--- src/rtl/tick_count_ctrl.sv ---
// Prescaled modulo-N tick counter with start/stop/clear control.
// Counts ticks of DIV clk cycles; continuous wrap or one-shot stop.
module tick_count_ctrl #(
  parameter int DIV = 50_000_000,
  parameter int W   = 4
) (
  input  logic         clk,
  input  logic         rst,
  input  logic         start,
  input  logic         stop,
  input  logic         clr,
  input  logic         oneshot,
  input  logic [W-1:0] mod_n,
  output logic [W-1:0] q,
  output logic         tick,
  output logic         wrap,
  output logic         running,
  output logic         done
);

  localparam int PW = $clog2(DIV);
  localparam logic [PW-1:0] PRE_TC = PW'(DIV - 1);

  typedef enum logic [1:0] {
    IDLE,
    RUN,
    PAUSE,
    DONE
  } state_t;

  state_t         state;
  logic [PW-1:0]  pre;
  logic [W-1:0]   tc;
  logic           os;

  assign running = (state == RUN);
  assign done    = (state == DONE);

  always_ff @(posedge clk) begin
    if (rst) begin
      state <= IDLE;
      pre   <= '0;
      q     <= '0;
      tick  <= 1'b0;
      wrap  <= 1'b0;
      tc    <= '0;
      os    <= 1'b0;
    end else begin
      tick <= 1'b0;
      wrap <= 1'b0;
      if (clr) begin
        state <= IDLE;
        q     <= '0;
        pre   <= '0;
      end else if (stop) begin
        // stop masks a coincident start; only RUN reacts
        if (state == RUN) state <= PAUSE;
      end else if (start && (state == IDLE || state == DONE)) begin
        state <= RUN;
        q     <= '0;
        pre   <= '0;
        tc    <= mod_n - W'(1);
        os    <= oneshot;
      end else if (start && state == PAUSE) begin
        state <= RUN;
      end else if (state == RUN) begin
        if (pre == PRE_TC) begin
          pre  <= '0;
          tick <= 1'b1;
          if (q == tc) begin
            wrap <= 1'b1;
            if (os) state <= DONE;
            else    q     <= '0;
          end else begin
            q <= q + W'(1);
          end
        end else begin
          pre <= pre + PW'(1);
        end
      end
    end
  end

endmodule

--- config.mk ---
export PLATFORM = sky130hd
export DESIGN_NAME = tick_count_ctrl
export DESIGN_NICKNAME = d
export VERILOG_FILES = /design/src/rtl/tick_count_ctrl.sv
export SDC_FILE = /design/constraint.sdc
export NUM_CORES = 1
export LEC_CHECK = 0
export ABC_CLOCK_PERIOD_IN_PS = 1700
export CORE_MARGIN = 2
export CORE_UTILIZATION = 40
export DETAILED_ROUTE_END_ITERATION = 8
export HOLD_SLACK_MARGIN = 0.05
export PLACE_DENSITY = 0.6
export REMOVE_ABC_BUFFERS = 1
export SKIP_CTS_REPAIR_TIMING = 1
export SYNTH_ARGS = -nofsm -noshare
export SYNTH_HDL_FRONTEND = slang
export SYNTH_SLANG_ARGS = --single-unit
--- constraint.sdc ---
create_clock -name clk -period 1.7 [get_ports clk]
set_input_delay 0.17 -clock clk [delete_from_list [all_inputs] [get_ports clk]]
set_output_delay 0.17 -clock clk [all_outputs]
set_load 0.02 [all_outputs]
==> results of run 1 <==
[cells in the final DEF, fill, tap and decap left out, drive strengths merged, types with 2 or more instances in the layout]
cell type       n
buf            47
dfxtp          39
nor2           38
xor2           19
clkdlybuf4s50  15
nand4          14
xnor2          12
nand2          12
nand3          12
inv             8
clkbuf          8
ha              6
and3            5
a211oi          5
and4            5
nor4            5
nor3            4
a21oi           4
nor3b           3
a2111oi         2
a211o           2
dlymetal6s2s    2
o21ai           2
and2            2
a22o            2
[cell type report]
cell class,instances,area (sq um),share of cell area (%)
well taps,67,83.83,2.823
repair buffers,66,625.6,21.07
flip-flops and latches,39,798.3,26.89
clock inverters,2,35.03,1.180
clock buffers,6,82.58,2.781
inverters,8,32.53,1.096
multi-input cells,163,1311,44.16
[flip-flops by register name (all words and copies together), names as in the netlist]
| register | count |
|---|---|
| pre | 26 |
| state | 2 |
| tick | 1 |
| os | 1 |
| q | 4 |
| tc | 4 |
| wrap | 1 |
[final timing paths]
path,to,slack (ns),start,depth (start not counted)
setup / recovery,pre[14],-0.06,state[0],8
hold reg to reg,tc[1],0.51,tc[1],2
hold / removal,os,0.49,oneshot,3
setup reg to reg,pre[14],-0.06,state[0],8
[logic make-up after synthesis]
family          Yosys count  share of synthesized area (%)
fa+ha+maj                 6                          3.752
xor+xnor                 31                          13.57
mux                       2                          1.063
compound gates           23                          11.45
buf+inv                  11                          2.939
simple gates            101                          28.20
flops                    39                          39.02
[worst max-delay path, delay by kind of cell (launching register included)]
| kind | cells | cell delay (ns) |
|---|---|---|
| flip-flops | 1 | 0.38 |
| AO/OA/AOI/OAI | 1 | 0.37 |
| adder cells (fa/ha/maj) | 1 | 0.29 |
| buffers and inverters | 2 | 0.22 |
| AND/OR/NAND/NOR | 3 | 0.20 |
| XOR/XNOR | 1 | 0.19 |
[routing by layer]
layer,global-route usage [%],up-vias
li1,-,890
met1,22.61,818
met2,24.58,16
met3,2.811,5
met4,7.738,0
met5,0,-
[power by group]
part | leakage, nW | internal [mW] | switching (mW) | total [mW]
Clock | 0.0612 | 0.475 | 0.340 | 0.815
Combinational | 0.794 | 0.112 | 0.0979 | 0.210
Sequential | 0.320 | 0.918 | 0.00730 | 0.926
[through the flow]
step / util, % / hold WS, ns / setup TNS (ns)
4_1_cts: 55.76 / 0.4919 / -2.756
6_report: 62.04 / 0.4939 / -0.7667
3_3_place_gp: 53.31 / 0.4933 / -3.028
3_5_place_dp: 53.31 / 0.4960 / -3.802
2_1_floorplan: - / 0.2424 / -11.00
5_1_grt: 62.04 / 0.5205 / -2.685
==> impl_summary.txt, run 1 <==
----------------------------------------------------
[Critical path]
  Critical Path End Type ... register
  Critical path arrival ... 1.95 ns
  Chain of cells forming the critical path ... inv_4 -> ha_4 -> nand2_8 -> a2111oi_4 -> buf_6 -> nand4_1 -> xor2_1 -> nor2_2
  Max stage delay on crit path ... 0.38 ns
  Data required time of the critical path ... 1.89 ns
  Setup crit start kind ... register
  Type of the setup path with the least slack ... reg2reg
  Peak fanout along the critical path ... 8
  Cell type of the slowest stage on the worst timing path ... dfxtp_4

[Finish]
  Ant diodes ... 0
  Fraction of layout cells with a size suffix above 1 ... 36.97%
  Fill cell total of the finished layout ... 421
  Area growth from synthesis to final layout ... 48.41%
  Fin area ... 2969 sq um
  Count of nets after finishing ... 299
  Non-filler cells in the finished layout ... 351

[Die]
  DIE AREA ... 5583 sq um
  Width of the die ... 74.72 microns
  Top-level I/O count ... 18
  Y dimension of the die ... 74.72 microns
  Placeable core region ... 4786 sq um
  Initial Utilization ... 41.80%
  Number of standard-cell rows in the floorplan ... 25

[Routing]
  Starting DRC count in detailed routing ... 102
  Via density per instance ... 4.926
  Routed wl met3 ... 94 microns
  Amount of wire on met2 after detailed routing ... 2.185 mm
  Total vias in the final route ... 1,729
  Pre-antenna DRT Iters ... 4
  Average wire length per cell after detail routing ... 13.35 microns
  Top Layer Used ... met4
  Total Wirelength ... 4.686 mm
  Number of nets with antenna violations after detailed routing ... 0
  Drc violations ... 0
  Routed length on met1 ... 2.344 mm

[Synthesis]
  Post-synthesis cell area ... 2001 sq um
  Number of flops mapped to enable cells by yosys ... 0
  Cell type contributing the most total cell area after synthesis ... dfxtp_1
  Leading post-synthesis cells by cell area ... dfxtp_1, xor2_1, nor2_1
  Synthesized area divided by synthesized cell count ... 9.393 sq um
  Share of the synthesized area in the top cell type ... 39.02%
  Proportion of register bits with asynchronous set or reset after synthesis ... 0%
  Share of synthesized area occupied by flip-flops and latches ... 39.02%
  Synthesized instance count ... 213
  Number of warning messages in the yosys log ... 0
  Leading cell type by number of instances after synthesis ... dfxtp_1
  Number of storage elements in the synthesis netlist ... 39
  Predominant post-synthesis flop cell ... dfxtp_1
  Top post-synthesis cells by count ... dfxtp_1, nor2_1, xor2_1
  Distinct cells, synth ... 42

[Place]
  Placed Instances ... 334
  Worst slack at placement ... -0.2177 ns
  Number of port buffers ... 17
  Final weighted congestion in routability-driven placement ... 0.7495
  Dpl hpwl ... 3.088 mm
  Placed Area ... 2551 sq um

[STA]
  Final WS setup ... -0.05623 ns
  RSZ-0062 raised after global routing ... yes
  Setup violations, final ... 24
  Period Utilization, post-route ... 103.3%
  Fin. max-slew vios ... 0
  F_max ... 569.4 MHz
  Slew HR ... 80.81%
  Min Clock Period, post-route ... 1.756 ns
  Slew @ Worst Pin ... 0.2868 ns
  Number of endpoints with negative hold slack in the final report ... 0
  Worst Skew ... 0.007314 ns

[Clock tree]
  CTS H-tree depth ... 2
  Root cell of the clock tree ... clkbuf_8
  Max clock buf depth ... 2
  Clock slew at reported path FFs ... 0.08 ns
  Clock tree from TritonCTS ... yes
  Clock buffer count from CTS ... 5
  Clock latency on the worst-skew pair ... 0.30 ns
  CTS sink cnt ... 39

[GRT]
  Number of global-route vias before repair ... 1,559
  Global-route wire length before repair ... 6.969 mm
  Maximum number of pins on one net before global-route repair ... 27
  Number of antenna violations at the first check in global routing ... 0
  All-Layer GR Usage ... 16.28%
  Global route overflow ... 0

[Job]
  Max Cap Viol ... 0

[Worst hold path]
  Worst hold path type ... in2reg

[Pwr]
  Pleak ... 1.175 nW
  Pwr Total ... 1.951 mW
  Power per standard cell area ... 657.2 nW/um^2
  Worst voltage drop across the vdd grid ... 0.3100 mV

[Outcome]
  Violated checks ... negative setup slack
  Status ... complete, but fails checks

----------------------------------------------------
Note: power is estimated with default switching activity, not from simulation.
==> run 2: changes to the inputs <==
CORE_ASPECT_RATIO = 1.2   (was unset)
CTS_BUF_LIST = sky130_fd_sc_hd__clkbuf_2 sky130_fd_sc_hd__clkbuf_4 sky130_fd_sc_hd__clkbuf_8   (was unset)
==> run 2 against run 1 <==
Net effect: the run still ends with negative setup slack left; critical path type unchanged; total power down 3.1%; sequential share of layout area up 0.32 points; die area about the same; flip-flop and latch count unchanged; largest power group unchanged; design area down 2.1%; non-clock buffer count up 2; setup slack worse by 0.013 ns; fmax down 0.75%.
==> impl_summary.txt, run 2 (synthesized netlist as in run 1, its figures left out) <==
----------------------------------------------------
[GRT]
  Maximum number of pins on one net before global-route repair ... 27 (unchanged)
  All-Layer GR Usage ... 16.53% (was 16.28%)
  Grt met3 use ... 3.699% (was 2.811%)
  Global-route wire length before repair ... 6.969 mm (unchanged)
  Number of global-route vias before repair ... 1,686 (was 1,559)
  Number of antenna violations at the first check in global routing ... 0 (unchanged)
  Global route overflow ... 0 (unchanged)
  Met1 Track Usage GR ... 18.56% (was 22.61%)
  Most used routing layer in global routing ... met2 (unchanged)
  Met2 track demand over resource in global routing ... 30.19% (was 24.58%)

[Outcome]
  Status ... complete, but fails checks (unchanged)
  Violated checks ... negative setup slack (unchanged)

[STA]
  Number of endpoints with negative hold slack in the final report ... 0 (unchanged)
  Final total negative setup slack ... -0.8347 ns (was -0.7667 ns)
  Fin. max-slew vios ... 0 (unchanged)
  Worst hold-check slack ... 0.4919 ns (was 0.4939 ns)
  Min Clock Period, post-route ... 1.770 ns (was 1.756 ns)
  Slew @ Worst Pin ... 0.4303 ns (was 0.2868 ns)
  Final WS setup ... -0.06954 ns (was -0.05623 ns)
  Worst Skew ... 0.006897 ns (was 0.007314 ns)
  Slew HR ... 71.31% (was 80.81%)
  F_max ... 565.1 MHz (was 569.4 MHz)
  Period Utilization, post-route ... 104.1% (was 103.3%)
  Setup violations, final ... 25 (was 24)
  RSZ-0062 raised after global routing ... yes (unchanged)

[Routing]
  Number of nets with antenna violations after detailed routing ... 0 (unchanged)
  Via density per instance ... 5.148 (was 4.926)
  Starting DRC count in detailed routing ... 55 (was 102)
  Total Wirelength ... 4.562 mm (was 4.686 mm)
  Average wire length per cell after detail routing ... 13.22 microns (was 13.35 microns)
  Pre-antenna DRT Iters ... 4 (unchanged)
  Total vias in the final route ... 1,776 (was 1,729)
  Drc violations ... 0 (unchanged)

[Pwr]
  Worst voltage drop across the vdd grid ... 0.3854 mV (was 0.3100 mV)
  Pwr Total ... 1.890 mW (was 1.951 mW)
  Power per standard cell area ... 650.4 nW/um^2 (was 657.2 nW/um^2)
  Pleak ... 1.169 nW (was 1.175 nW)

[Die]
  Top-level I/O count ... 18 (unchanged)
  Number of standard-cell rows in the floorplan ... 28 (was 25)
  DIE AREA ... 5586 sq um (was 5583 sq um)
  Initial Utilization ... 41.08% (was 41.80%)
  Y dimension of the die ... 81.47 microns (was 74.72 microns)
  Width of the die ... 68.56 microns (was 74.72 microns)
  Placeable core region ... 4870 sq um (was 4786 sq um)

[Finish]
  Commonest non-fill, non-tap cells in the layout ... buf_4, dfxtp_1, nor2_1 (was buf_4, nor2_1, dfxtp_1)
  Area growth from synthesis to final layout ... 45.28% (was 48.41%)
  Ant diodes ... 0 (unchanged)
  Fraction of layout cells with a size suffix above 1 ... 34.39% (was 36.97%)
  Non-filler cells in the finished layout ... 345 (was 351)
  Final standard cell utilization of the core ... 59.69% (was 62.04%)
  Regs by FF count ... pre (26), q (4), tc (4) (unchanged)
  Fill cell total of the finished layout ... 442 (was 421)
  Most common cell after layout, fill and taps aside ... buf_4 (unchanged)
  Number of flip-flops in the largest register ... 26 (unchanged)
  Footprint of the multi-input gates ... 1280 sq um (was 1311 sq um)
  Count of nets after finishing ... 301 (was 299)
  Fin area ... 2907 sq um (was 2969 sq um)
  Most flop-heavy register ... pre (unchanged)
  Area of all sequential standard cells ... 790.8 sq um (was 798.3 sq um)

[Place]
  Placed Area ... 2567 sq um (was 2551 sq um)
  Number of port buffers ... 17 (unchanged)
  Worst slack at placement ... -0.2048 ns (was -0.2177 ns)
  Placed Instances ... 332 (was 334)
  Final weighted congestion in routability-driven placement ... 0.7215 (was 0.7495)
  Dpl hpwl ... 3.235 mm (was 3.088 mm)

[Clock tree]
  Clock latency on the worst-skew pair ... 0.29 ns (was 0.30 ns)
  Clock buffer count from CTS ... 5 (unchanged)
  Clock tree from TritonCTS ... yes (unchanged)
  Clock slew at reported path FFs ... 0.08 ns (about the same)
  CTS H-tree depth ... 2 (unchanged)
  Root cell of the clock tree ... clkbuf_8 (unchanged)
  CTS sink cnt ... 39 (unchanged)
  Max clock buf depth ... 2 (unchanged)

[Job]
  Max Cap Viol ... 0 (unchanged)

[Critical path]
  Peak fanout along the critical path ... 4 (was 8)
  Max stage delay on crit path ... 0.38 ns (about the same)
  Setup crit start kind ... register (unchanged)
  Critical path arrival ... 1.95 ns (about the same)
  Data required time of the critical path ... 1.88 ns (was 1.89 ns)
  R2R setup slack ... -0.07 ns (was -0.06 ns)
  Type of the setup path with the least slack ... reg2reg (unchanged)
  Chain of cells forming the critical path ... inv_4 -> ha_4 -> a21bo_4 -> a21o_2 -> a22o_1 -> a211o_1 (was inv_4 -> ha_4 -> nand2_8 -> a2111oi_4 -> buf_6 -> nand4_1 -> xor2_1 -> nor2_2)
  Critical path's top delay family ... compound AO/OA/AOI/OAI gates (was flip-flops)
  Critical Path End Type ... register (unchanged)
  Worst path bufs/invs ... 1 (was 2)
  Cell type of the slowest stage on the worst timing path ... dfxtp_4 (unchanged)

[Worst hold path]
  Worst hold path type ... in2reg (unchanged)

----------------------------------------------------
-- run 2: cell types whose count changed in the layout (fill, tap and decap cells not counted), moves of 2 or more --
| cell | before | now |
|---|---|---|
| dfxtp_1 | 29 | 35 |
| dfxtp_2 | 8 | 2 |
| buf_4 | 39 | 42 |
| a211oi_1 | 4 | 2 |
| a211oi_2 | 1 | 3 |
-- run 2: worst paths after layout --
check,cells after the start,to,startpoint
max,6,q[2],state[0]
min,2,tc[0],mod_n[0]
max reg2reg,6,q[2],state[0]
min reg2reg,2,tc[0],tc[0]
-- run 2: worst reg2reg max path, cell delays in order (launching register included) --
cell and delay (ns):
dfxtp_4 0.38, inv_4 0.04, ha_4 0.15, a21bo_4 0.24, a21o_2 0.26, a22o_1 0.28
a211o_1 0.30
-- run 2: final cells by class --
type,instances,share of cell area [%]
Inverter,8,1.119
Clock buffer,6,2.626
Timing Repair Buffer,68,21.39
Sequential cell,39,27.21
Multi-Input combinational cell,163,44.04
Clock inverter,1,1.033
Tap cell,60,2.583
-- run 2: power by group --
part           switching [mW]  internal [mW]  leakage [nW]
sequential            0.00694          0.918         0.317
clock                   0.317          0.446        0.0547
combinational          0.0962          0.105         0.797
total                   0.420           1.47          1.17
-- run 2: per-layer routing --
layer / up-vias / share of wire (%)
li1: 899 / -
met1: 840 / 43
met2: 32 / 53
met3: 5 / 3.1
met4: 0 / 0.92
met5: - / 0
==> run 3: changes to the inputs <==
--- a/config.mk
+++ b/config.mk
@@ -12,6 +12,7 @@
 export CTS_BUF_LIST = sky130_fd_sc_hd__clkbuf_2 sky130_fd_sc_hd__clkbuf_4 sky130_fd_sc_hd__clkbuf_8
 export DETAILED_ROUTE_END_ITERATION = 8
+export DONT_BUFFER_PORTS = 1
 export HOLD_SLACK_MARGIN = 0.05
-export PLACE_DENSITY = 0.6
+export PLACE_DENSITY = 0.55
 export REMOVE_ABC_BUFFERS = 1
 export SKIP_CTS_REPAIR_TIMING = 1
==> constraint.sdc (replaced) <==
create_clock -name clk -period 1.7 [get_ports clk]
set_input_delay 0.17 -clock clk [delete_from_list [all_inputs] [get_ports clk]]
set_output_delay 0.17 -clock clk [all_outputs]
set_load 0.05 [all_outputs]
==> run 3 against run 2 <==
Net effect: the run still ends with negative setup slack left; sequential power about the same; cell count is 3.2% lower; total power down 9.2%; critical path depth stayed put; via count decreased by 6.0%; utilization shrank 2.7 points; non-clock buffer count down 12; setup slack improved by 0.011 ns; die area is the same; critical path type unchanged.
==> impl_summary.txt, run 3 (synthesized netlist as in run 1, its figures left out) <==
----------------------------------------------------
[Outcome]
  Status ... complete, but fails checks (unchanged)
  Violated checks ... negative setup slack (unchanged)

[Finish]
  Fill cell total of the finished layout ... 435 (was 442)
  Regs by FF count ... pre (26), q (4), tc (4) (unchanged)
  Final standard cell utilization of the core ... 56.94% (was 59.69%)
  Non-filler cells in the finished layout ... 334 (was 345)
  Number of flip-flops in the largest register ... 26 (unchanged)
  Fraction of layout cells with a size suffix above 1 ... 39.42% (was 34.39%)
  Count of nets after finishing ... 289 (was 301)
  Commonest non-fill, non-tap cells in the layout ... buf_4, nor2_1, dfxtp_1 (was buf_4, dfxtp_1, nor2_1)
  Most flop-heavy register ... pre (unchanged)
  Most common cell after layout, fill and taps aside ... buf_4 (unchanged)
  Area growth from synthesis to final layout ... 38.59% (was 45.28%)
  Ant diodes ... 0 (unchanged)

[GRT]
  Maximum number of pins on one net before global-route repair ... 27 (unchanged)
  Global-route wire length before repair ... 6.665 mm (was 6.969 mm)
  Global route overflow ... 0 (unchanged)
  Number of global-route vias before repair ... 1,491 (was 1,686)
  Number of antenna violations at the first check in global routing ... 0 (unchanged)
  All-Layer GR Usage ... 16.01% (was 16.53%)

[STA]
  Period Utilization, post-route ... 103.5% (was 104.1%)
  Setup violations, final ... 29 (was 25)
  Slew HR ... 67.38% (was 71.31%)
  Final WS setup ... -0.05886 ns (was -0.06954 ns)
  RSZ-0062 raised after global routing ... yes (unchanged)
  Worst Skew ... 0.009752 ns (was 0.006897 ns)
  Number of endpoints with negative hold slack in the final report ... 0 (unchanged)
  Min Clock Period, post-route ... 1.759 ns (was 1.770 ns)
  F_max ... 568.6 MHz (was 565.1 MHz)
  Fin. max-slew vios ... 0 (unchanged)
  Slew @ Worst Pin ... 0.4906 ns (was 0.4303 ns)

[Routing]
  Drc violations ... 0 (unchanged)
  Number of nets with antenna violations after detailed routing ... 0 (unchanged)
  Starting DRC count in detailed routing ... 41 (was 55)
  Total Wirelength ... 4.492 mm (was 4.562 mm)
  Via density per instance ... 5.000 (was 5.148)
  Total vias in the final route ... 1,670 (was 1,776)
  Pre-antenna DRT Iters ... 4 (unchanged)
  Average wire length per cell after detail routing ... 13.45 microns (was 13.22 microns)

[Pwr]
  Pleak ... 1.086 nW (was 1.169 nW)
  Power per standard cell area ... 619.1 nW/um^2 (was 650.4 nW/um^2)
  Worst voltage drop across the vdd grid ... 0.3793 mV (was 0.3854 mV)

[Critical path]
  R2R setup slack ... -0.06 ns (was -0.07 ns)
  Cell depth of the worst setup path ... 6 (unchanged)
  Worst reg2reg path depth ... 6 (unchanged)
  Critical Path End Type ... register (unchanged)
  Critical path arrival ... 1.94 ns (was 1.95 ns)
  Launching instance or port of the critical path ... state[0] (unchanged)
  Chain of cells forming the critical path ... inv_4 -> ha_4 -> a21bo_4 -> a21o_2 -> a22o_4 -> a211o_1 (was inv_4 -> ha_4 -> a21bo_4 -> a21o_2 -> a22o_1 -> a211o_1)
  Capturing point of the worst reg2reg path ... q[2] (unchanged)
  Cell type of the slowest stage on the worst timing path ... dfxtp_4 (unchanged)
  Max stage delay on crit path ... 0.38 ns (about the same)
  Setup crit start kind ... register (unchanged)
  Data required time of the critical path ... 1.88 ns (about the same)
  Worst Setup EP ... q[2] (unchanged)
  Worst path bufs/invs ... 1 (unchanged)
  Peak fanout along the critical path ... 4 (unchanged)
  Type of the setup path with the least slack ... reg2reg (unchanged)
  Critical path's top delay family ... compound AO/OA/AOI/OAI gates (unchanged)
  Launching point of the worst reg2reg path ... state[0] (unchanged)

[Die]
  Placeable core region ... 4870 sq um (unchanged)
  Top-level I/O count ... 18 (unchanged)
  Width of the die ... 68.56 microns (unchanged)
  Y dimension of the die ... 81.47 microns (unchanged)
  Number of standard-cell rows in the floorplan ... 28 (unchanged)
  DIE AREA ... 5586 sq um (unchanged)
  Initial Utilization ... 41.08% (unchanged)

[Place]
  Dpl hpwl ... 3.076 mm (was 3.235 mm)
  Placed Instances ... 314 (was 332)
  Final weighted congestion in routability-driven placement ... 0.8438 (was 0.7215)
  Number of port buffers ... 0 (was 17)

[Clock tree]
  Clock latency on the worst-skew pair ... 0.29 ns (about the same)
  Clock buffer count from CTS ... 5 (unchanged)
  Clock slew at reported path FFs ... 0.08 ns (about the same)
  CTS H-tree depth ... 2 (unchanged)
  CTS sink cnt ... 39 (unchanged)
  Max clock buf depth ... 2 (unchanged)
  Clock tree from TritonCTS ... yes (unchanged)
  Root cell of the clock tree ... clkbuf_8 (unchanged)

[Worst hold path]
  Worst hold path type ... in2reg (unchanged)

[Job]
  Max Cap Viol ... 0 (unchanged)

----------------------------------------------------
==> run 3: per-layer routing <==
| metal | up-vias | part of all wire (%) | global-route usage [%] |
|---|---|---|---|
| met5 | - | 0 | 0 |
| met4 | 0 | 1.6 | 6.600 |
| met3 | 6 | 2.8 | 3.699 |
| met2 | 17 | 51 | 27.69 |
| met1 | 771 | 44 | 18.63 |
| li1 | 876 | - | - |
==> run 3: power by group <==
| group | switching, mW | internal (mW) |
|---|---|---|
| sequential | 0.00672 | 0.918 |
| clock | 0.314 | 0.320 |
| combinational | 0.0774 | 0.0804 |
==> run 3: worst min path at each step <==
stage	start	end	depth (start not counted)
6_report	mod_n[2]	tc[2]	2
5_1_grt	mod_n[3]	tc[3]	2
4_1_cts	rst	tc[2]	1
3_5_place_dp	rst	os	1
3_3_place_gp	rst	tc[2]	1
2_1_floorplan	rst	os	1
==> run 3: cell type report <==
| class | count | area (sq um) | share of cell area [%] |
|---|---|---|---|
| Multi-Input combinational cell | 163 | 1286 | 46.39 |
| Clock inverter | 1 | 5.005 | 0.1805 |
| Sequential cell | 39 | 799.5 | 28.84 |
| Tap cell | 60 | 75.07 | 2.708 |
| Timing Repair Buffer | 56 | 490.5 | 17.69 |
| Inverter | 8 | 32.53 | 1.173 |
| Clock buffer | 7 | 83.83 | 3.023 |
==> run 3: through the flow <==
stage | hold slack [ns] | setup TNS [ns] | cell area, sq um | total power, mW | setup slack, ns
4_1_cts | -0.06381 | -2.920 | 2479 | 1.711 | -0.1581
3_3_place_gp | 0.2436 | -1.739 | 2390 | 1.069 | -0.1174
6_report | 0.1043 | -0.8473 | 2773 | 1.717 | -0.05886
2_1_floorplan | 0.2424 | -17.90 | 1972 | 1.024 | -0.6286
3_5_place_dp | 0.2457 | -2.172 | 2390 | 1.069 | -0.1436
5_1_grt | 0.1069 | -3.052 | 2773 | 1.795 | -0.1559
